`src/rtl/bram_frame_reader.sv`:
```
// Read-side driver for the pixel BRAM: issues sequential reads for a programmed
// pixel count and re-times the returned data into a valid/ready stream.
module bram_frame_reader #(
  parameter int ADDR_W     = 13,
  parameter int DATA_W     = 8,
  parameter int RD_LAT     = 1,
  parameter int FIFO_DEPTH = 4
) (
  input  logic              clka,
  input  logic              rst_n,
  input  logic              start,
  input  logic [ADDR_W-1:0] base_addr,
  input  logic [ADDR_W:0]   length,
  output logic              busy,
  output logic              done,
  output logic              ena,
  output logic              wea,
  output logic [ADDR_W-1:0] addra,
  input  logic [DATA_W-1:0] douta,
  output logic [DATA_W-1:0] m_data,
  output logic              m_valid,
  input  logic              m_ready,
  output logic              m_last
);

  localparam int PTR_W = (FIFO_DEPTH > 1) ? $clog2(FIFO_DEPTH) : 1;
  localparam int CNT_W = PTR_W + 2;
  localparam logic [CNT_W-1:0] DEPTH_C  = CNT_W'(FIFO_DEPTH);
  localparam logic [PTR_W-1:0] LAST_PTR = PTR_W'(FIFO_DEPTH - 1);

  typedef enum logic [1:0] {
    ST_IDLE  = 2'd0,
    ST_READ  = 2'd1,
    ST_DRAIN = 2'd2,
    ST_FIN   = 2'd3
  } state_t;

  function automatic logic [CNT_W-1:0] count_ones(input logic [RD_LAT-1:0] v);
    logic [CNT_W-1:0] n;
    n = '0;
    for (int i = 0; i < RD_LAT; i++) begin
      n = n + CNT_W'(v[i]);
    end
    return n;
  endfunction

  function automatic logic [PTR_W-1:0] ptr_inc(input logic [PTR_W-1:0] p);
    return (p == LAST_PTR) ? '0 : p + PTR_W'(1);
  endfunction

  state_t              state_r, state_next_s;
  logic [ADDR_W-1:0]   base_r;
  logic [ADDR_W:0]     len_r;
  logic [ADDR_W:0]     issued_r;
  logic [ADDR_W:0]     pushed_r;
  logic [ADDR_W-1:0]   last_addr_r;
  logic [RD_LAT-1:0]   vld_pipe_r;
  logic [RD_LAT:0]     vld_ext_s;
  logic [DATA_W-1:0]   fifo_data_r [FIFO_DEPTH];
  logic [FIFO_DEPTH-1:0] fifo_last_r;
  logic [PTR_W-1:0]    wr_ptr_r, rd_ptr_r;
  logic [CNT_W-1:0]    fifo_count_r;
  logic [CNT_W-1:0]    inflight_s;
  logic [ADDR_W-1:0]   cur_addr_s;
  logic                issue_s, push_s, pop_s, accept_s;

  // Credit check: FIFO entries plus reads in flight must leave room for one more.
  assign inflight_s = count_ones(vld_pipe_r);
  assign cur_addr_s = base_r + issued_r[ADDR_W-1:0];
  assign issue_s    = (state_r == ST_READ) && (issued_r < len_r)
                      && ((fifo_count_r + inflight_s) < DEPTH_C);
  assign push_s     = vld_pipe_r[RD_LAT-1];
  assign pop_s      = m_valid & m_ready;
  assign accept_s   = (state_r == ST_IDLE) && start;
  assign vld_ext_s  = {vld_pipe_r, issue_s};

  assign ena     = issue_s;
  assign wea     = 1'b0;
  assign addra   = issue_s ? cur_addr_s : last_addr_r;
  assign busy    = (state_r != ST_IDLE);
  assign done    = (state_r == ST_FIN);
  assign m_valid = (fifo_count_r != '0);
  assign m_data  = fifo_data_r[rd_ptr_r];
  assign m_last  = fifo_last_r[rd_ptr_r] & m_valid;

  // Next-state logic; DRAIN leaves on the handshake of the tagged last beat.
  always_comb begin
    state_next_s = state_r;
    case (state_r)
      ST_IDLE: begin
        if (start) begin
          if (length == '0) begin
            state_next_s = ST_FIN;
          end else begin
            state_next_s = ST_READ;
          end
        end else begin
          state_next_s = ST_IDLE;
        end
      end
      ST_READ: begin
        if (issued_r == len_r) begin
          state_next_s = ST_DRAIN;
        end else begin
          state_next_s = ST_READ;
        end
      end
      ST_DRAIN: begin
        if (pop_s && m_last) begin
          state_next_s = ST_FIN;
        end else begin
          state_next_s = ST_DRAIN;
        end
      end
      ST_FIN:  state_next_s = ST_IDLE;
      default: state_next_s = ST_IDLE;
    endcase
  end

  // State, command registers and issue counter.
  always_ff @(posedge clka) begin
    if (!rst_n) begin
      state_r     <= ST_IDLE;
      base_r      <= '0;
      len_r       <= '0;
      issued_r    <= '0;
      last_addr_r <= '0;
      vld_pipe_r  <= '0;
    end else begin
      state_r    <= state_next_s;
      vld_pipe_r <= vld_ext_s[RD_LAT-1:0];
      if (accept_s) begin
        base_r   <= base_addr;
        len_r    <= length;
        issued_r <= '0;
      end else if (issue_s) begin
        issued_r <= issued_r + (ADDR_W+1)'(1);
      end else begin
        issued_r <= issued_r;
      end
      if (issue_s) begin
        last_addr_r <= cur_addr_s;
      end else begin
        last_addr_r <= last_addr_r;
      end
    end
  end

  // Output FIFO; last flag is tagged from the push index so it survives stalls.
  always_ff @(posedge clka) begin
    if (!rst_n) begin
      for (int i = 0; i < FIFO_DEPTH; i++) begin
        fifo_data_r[i] <= '0;
      end
      fifo_last_r  <= '0;
      wr_ptr_r     <= '0;
      rd_ptr_r     <= '0;
      fifo_count_r <= '0;
      pushed_r     <= '0;
    end else begin
      if (accept_s) begin
        pushed_r <= '0;
      end else if (push_s) begin
        pushed_r <= pushed_r + (ADDR_W+1)'(1);
      end else begin
        pushed_r <= pushed_r;
      end
      if (push_s) begin
        fifo_data_r[wr_ptr_r] <= douta;
        fifo_last_r[wr_ptr_r] <= (pushed_r == (len_r - (ADDR_W+1)'(1)));
        wr_ptr_r              <= ptr_inc(wr_ptr_r);
      end else begin
        wr_ptr_r <= wr_ptr_r;
      end
      if (pop_s) begin
        rd_ptr_r <= ptr_inc(rd_ptr_r);
      end else begin
        rd_ptr_r <= rd_ptr_r;
      end
      case ({push_s, pop_s})
        2'b10:   fifo_count_r <= fifo_count_r + CNT_W'(1);
        2'b01:   fifo_count_r <= fifo_count_r - CNT_W'(1);
        default: fifo_count_r <= fifo_count_r;
      endcase
    end
  end

endmodule

```
`config.mk`:
```
export PLATFORM = sky130hd
export DESIGN_NAME = bram_frame_reader
export DESIGN_NICKNAME = d
export VERILOG_FILES = /design/src/rtl/bram_frame_reader.sv
export SDC_FILE = /design/constraint.sdc
export NUM_CORES = 1
export LEC_CHECK = 0
export BUFFER_PORTS_ARGS = -buffer_cell sky130_fd_sc_hd__buf_2
export CORE_MARGIN = 2
export CORE_UTILIZATION = 35
export DETAILED_ROUTE_END_ITERATION = 10
export PLACE_DENSITY = 0.51
export REMOVE_ABC_BUFFERS = 1
export SYNTH_ARGS = -nofsm -noshare
export SYNTH_HDL_FRONTEND = slang
export SYNTH_SLANG_ARGS = --single-unit
```
`constraint.sdc`:
```
create_clock -name clka -period 4.2 [get_ports clka]
set_input_delay 0.42 -clock clka [delete_from_list [all_inputs] [get_ports clka]]
set_output_delay 0.42 -clock clka [all_outputs]
set_load 0.03 [all_outputs]
```
# Word level (Yosys, flattened, before mapping)
# Memory sizes are Yosys's and may differ from the RTL's. A register that Yosys moved wholly into a read port is not among the register bits.
# Index checks and enable logic that the tools add are counted.
[totals] reg_bits=83 latchBits=0 ramBits=32 romBits=0 inputBits=39 output_inout_bits=27 word_cells=73 memories=1
[op_classes] add_sub_neg=9 multipliers=0 div=0 n_lt_le_gt_ge=5 n_eq_ne=9 n_shift=0 muxes=23 bitwise=3 n_reduce_logical=12
[mem_list] memory="fifo_data_r" depth=4 word_bits=8 rd=1 rd_ports_with_merged_regs=1 wr=4 line_no="59" text="logic [DATA_W-1:0] fifo_data_r [FIFO_DEPTH];"
[ops] operator="adder 14 x 1 -> 14 bit (second input constant)" count=2
[ops] operator="equality test 14 bit" count=2
[ops] operator="2-to-1 mux 2 bit" count=8
[ops] operator="logical NOT 14 bit" count=1
[ops] operator="< comparator 14 bit" count=1
[ops] operator="subtractor 14 x 1 -> 14 bit (second input constant)" count=1
[ops] operator="adder 13 bit" count=1
[ops] operator="2-to-1 mux 13 bit" count=1
[ops] operator="equality test 2 bit (second input constant)" count=5
[ops] operator="2-to-1 mux 1 bit" count=8
[ops] operator="2-to-1 mux 8 bit" count=1
[ops] operator="case mux 2 bit (4 select lines)" count=1
[ops] operator="case mux 4 bit (2 select lines)" count=1
[ops] operator="OR reduction 8 bit" count=1
[ops] operator="< comparator 2 x 3 -> 1 bit (second input constant)" count=2
[ops] operator="logical AND 1 bit" count=5
[ops] operator="adder 2 x 1 -> 2 bit (second input constant)" count=2
[ops] operator="adder 4 x 1 -> 4 bit" count=1
[ops] operator="adder 4 x 1 -> 4 bit (second input constant)" count=1
[ops] operator="bitwise mux 4 bit" count=1
[ops] operator="equality test 2 x 1 -> 1 bit (second input constant)" count=2
[ops] operator="< comparator 4 x 3 -> 1 bit (second input constant)" count=1
[ops] operator="nonzero test 2 bit" count=2
[ops] operator="nonzero test 4 bit" count=1
[ops] operator="8 further kinds" count=9

# Logic depth before layout (Yosys ltp)
[logic_depth] depth_word=6 mapped_depth=11 mapped_depth_nobuf=10

# Least setup slack after synthesis
# Ideal clock, no wire load.
[synth_path] path_type="register -> output" start="register len_r[4]" end="output port addra[11]" arrival_ns=2.807 path_slack_ns=0.973 path_stages_with_launch=11 n_path_buf=3 path_cell_list="dfxtp_1 -> clkbuf_1 -> inv_1 -> ha_1 -> a21oi_1 -> a21boi_1 -> o31ai_2 -> nand2_4 -> buf_2 -> buf_2 -> o21ai_0"
[synth_between] elab_chain_cells=4
[synth_rtl] item="start, declared" line_no="53" text="logic [ADDR_W:0] len_r;"
[synth_rtl] item="start signal, assigned" line_no="134" text="len_r <= length;"
[synth_rtl] item="< comparator 14 bit" line_no="70" text="assign issue_s = (state_r == ST_READ) && (issued_r < len_r)"
[synth_rtl] item="logical AND 1 bit" line_no="70"
[synth_rtl] item="logical AND 1 bit" line_no="71" text="&& ((fifo_count_r + inflight_s) < DEPTH_C);"
[synth_rtl] item="2-to-1 mux 13 bit"
[synth_rtl] item="end, declared" line_no="18" text="output logic [ADDR_W-1:0] addra,"
# No other way between the ends.

# Worst setup path in the final report
[layout_path] start="register len_r[4]" end="output port addra[3]"
# Same word-level chain as after synthesis.

==> metrics <==
crit start category=flop; multi-input logic area=0.00340 mm^2; ys flop type=dfxtp_1; asr flop ratio synth=0%; slowest cell delay on critical path=0.58 ns; Layout Nets=819; Seq cells post-synth=approximately 120; share of layout cells above drive strength 1=15.7%; met1 WL=6830 um; cell area after synthesis=0.00630 mm^2; commonest non-fill, non-tap cell in the layout=nand2_1; maximum root-to-sink buffer count=2; max-slew headroom at the worst pin=29.0%; Max-Cap Viols=0; number of setup buffers added after CTS=0; outcome=finished clean; Core Rows=49; worst reg-to-reg setup slack=1.15 ns; Hold Buf Count CTS=0; crit path max fanout=24; post-DP HPWL=11100 um; PortBufs=between 60 and 70; xor/xnor share of the synthesized area=7.51%; setup TNS=0 ns; DR WL/cell=15.3 um; met2 WL=between 7000 and 8000 um; worst slew pin tran=approximately 1.1 ns; kind of critical path=reg2out; leakage power=2.97 nW; Data arrival, critical path=3.38 ns; post-synthesis adder-cell area fraction=roughly 8.0%; Final period util=90.5%; vias=4990; Yosys cell types=58; # DRC=0; clock-pin slew on the worst setup and hold paths=0.05 ns; worst skew pair latency=0.42 ns; Synth Warn #=0; Detailed Route WL=15100 um; end of the critical path=addra[3]; H-tree depth=4; reg2reg path depth=9; Worst Skew=0.0119 ns; clk sink count=between 100 and 150; DRT Pass-1 Iters=4; core area=approximately 0.018 mm^2; Placed Instance Area=0.00683 mm^2; metal3 WL=538 um; IO Pins=66; initial antenna violation count=0; Die W=138 um; gr ovfl total=0; total power=3.29 mW; Antenna Violating Nets Remaining=0; average cell area after synthesis=9.24 um^2; Max VDD drop=0.000358 V; RSZ-0062 raised after global routing=false; Max Freq=263 MHz; Worst setup EP type=output port; Synth Area in Compound Gates=a little under an eighth; power per cell area=about 450 mW/mm^2; TritonCTS buffer count=17; die area=0.0191 mm^2; final critical-path required period=3.80 ns; cell chain of the critical path=inv_1 > ha_1 > a21oi_1 > a21boi_1 > o31ai_2 > nand2_4 > inv_2 > mux2_2 > buf_2; simple-gate share of the synthesized area=a little over a fifth; post-synthesis sequential area ratio=42.3%; first-pass GRT wire length=24800 um; Overall Global Routing Usage=~16%; vias per cell=5.08; Hold Fails Final Rpt=0; CTS tree=done; crit path from=len_r[4]; largest net degree at the start of global routing=41; post-CTS resize count=0; RR Startpoint=len_r[4]; largest family of logic cells by synthesized area=simple AND/OR/NAND/NOR gates; mux share of post-synthesis cell area=4.90%; number of flops mapped to enable cells by yosys=32; Post-Synthesis Cells=roughly 680; WP data required=between 3 and 4 ns; Initial Util=a little over a third; die height=between 100 and 150 um; final hold slack=0.241 ns; clock root cell=clkbuf_16; Critical Path Slowest Stage Cell=o31ai_2; Filler Cell Count=1806; DR top layer=met4; worst reg2reg endpoint=last_addr_r[4]; most frequent cells in the layout=nand2_1, dfxtp_1, buf_2; number of global-route vias before repair=4935; register area=0.00266 mm^2; Iter 0 DRT Violations=289; gpl congestion=0.844; cell area after layout=~0.0073 mm^2; Finish-stage setup viols=0; # diodes=0; Final Max Tran Viols=0; Area growth syn-to-layout=16.5%; HP Class=in2reg
[critical path: cells and delay by family, from the launching register on]
kind                     cells  cell delay [ns]
buffers and inverters        3             0.58
multiplexers                 1             0.38
adder cells (fa/ha/maj)      1             0.33
flip-flops                   1             0.49
AO/OA/AOI/OAI                3             0.83
AND/OR/NAND/NOR              1             0.32
[registers in the layout (all words and copies together), names as in the netlist, named ones only]
| signal | cells |
|---|---|
| pushed_r | 14 |
| rd_ptr_r | 2 |
| state_r | 2 |
| base_r | 13 |
| len_r | 14 |
| wr_ptr_r | 2 |
| fifo_last_r | 4 |
| last_addr_r | 13 |
| push_s | 1 |
| issued_r | 14 |
| fifo_count_r | 4 |
| fifo_data_r | 32 |
[report_power, final]
group / internal, mW / switching, mW
clock network: 0.794 / 0.485
registers: 1.23 / 0.0848
logic: 0.262 / 0.427
total: 2.29 / 0.997
[cells in the mapped netlist (all sizes together), types with 8 or more instances]
cell type,n,area [um^2]
nand4,20,125
nand3,17,85.1
nor2,46,173
inv,30,113
mux4,9,203
and2,37,231
edfxtp,32,961
nor3,15,80.1
nand2,93,357
xor2,27,236
and3,15,93.8
ha,37,463
clkbuf,23,86.3
dfxtp,85,1700
buf,8,42.5
a21oi,56,280
xnor2,27,236
o21ai,23,115
[per-layer routing]
metal	vias to the layer above	global-route usage (%)
met2	84	28.1
met4	0	6.50
met1	2362	19.6
li1	2523	-
met3	21	3.95
met5	-	0
[worst min-delay path by stage]
stage                     cells after the start             end  slack (ns)           start
final                                         3      base_r[12]        0.24   base_addr[12]
after global routing                          3       base_r[0]        0.24    base_addr[0]
after CTS                                     3       base_r[8]        0.23    base_addr[8]
after detailed placement                      2  last_addr_r[8]        0.46  last_addr_r[8]
after global placement                        2  fifo_last_r[2]        0.45  fifo_last_r[2]
after floorplan                               2  fifo_last_r[2]        0.44  fifo_last_r[2]
[kinds of logic after synthesis]
family / count (synthesis)
AO/OA/AOI/OAI: 118
XOR/XNOR: 54
adder cells (fa/ha/maj): 39
buffers and inverters: 61
flip-flops: 117
multiplexers: 18
other: 1
AND/OR/NAND/NOR: 274
[final cells by class]
cell class	instances	share of cell area, %
multi-input cells	504	46.3
flip-flops and latches	117	36.3
clock buffers	22	6.05
clock inverters	9	0.886
repair buffers	71	5.08
well taps	229	3.90
inverters	30	1.53
[metrics by stage]
step,utilization [%],setup WS [ns],std cells
CTS,41.1,0.396,982
finish,41.1,0.399,982
global route,41.1,0.156,982
detailed placement,38.3,0.842,951
floorplan,-,1.11,651
global placement,38.3,0.912,951
(Power assumes the default switching activity.)
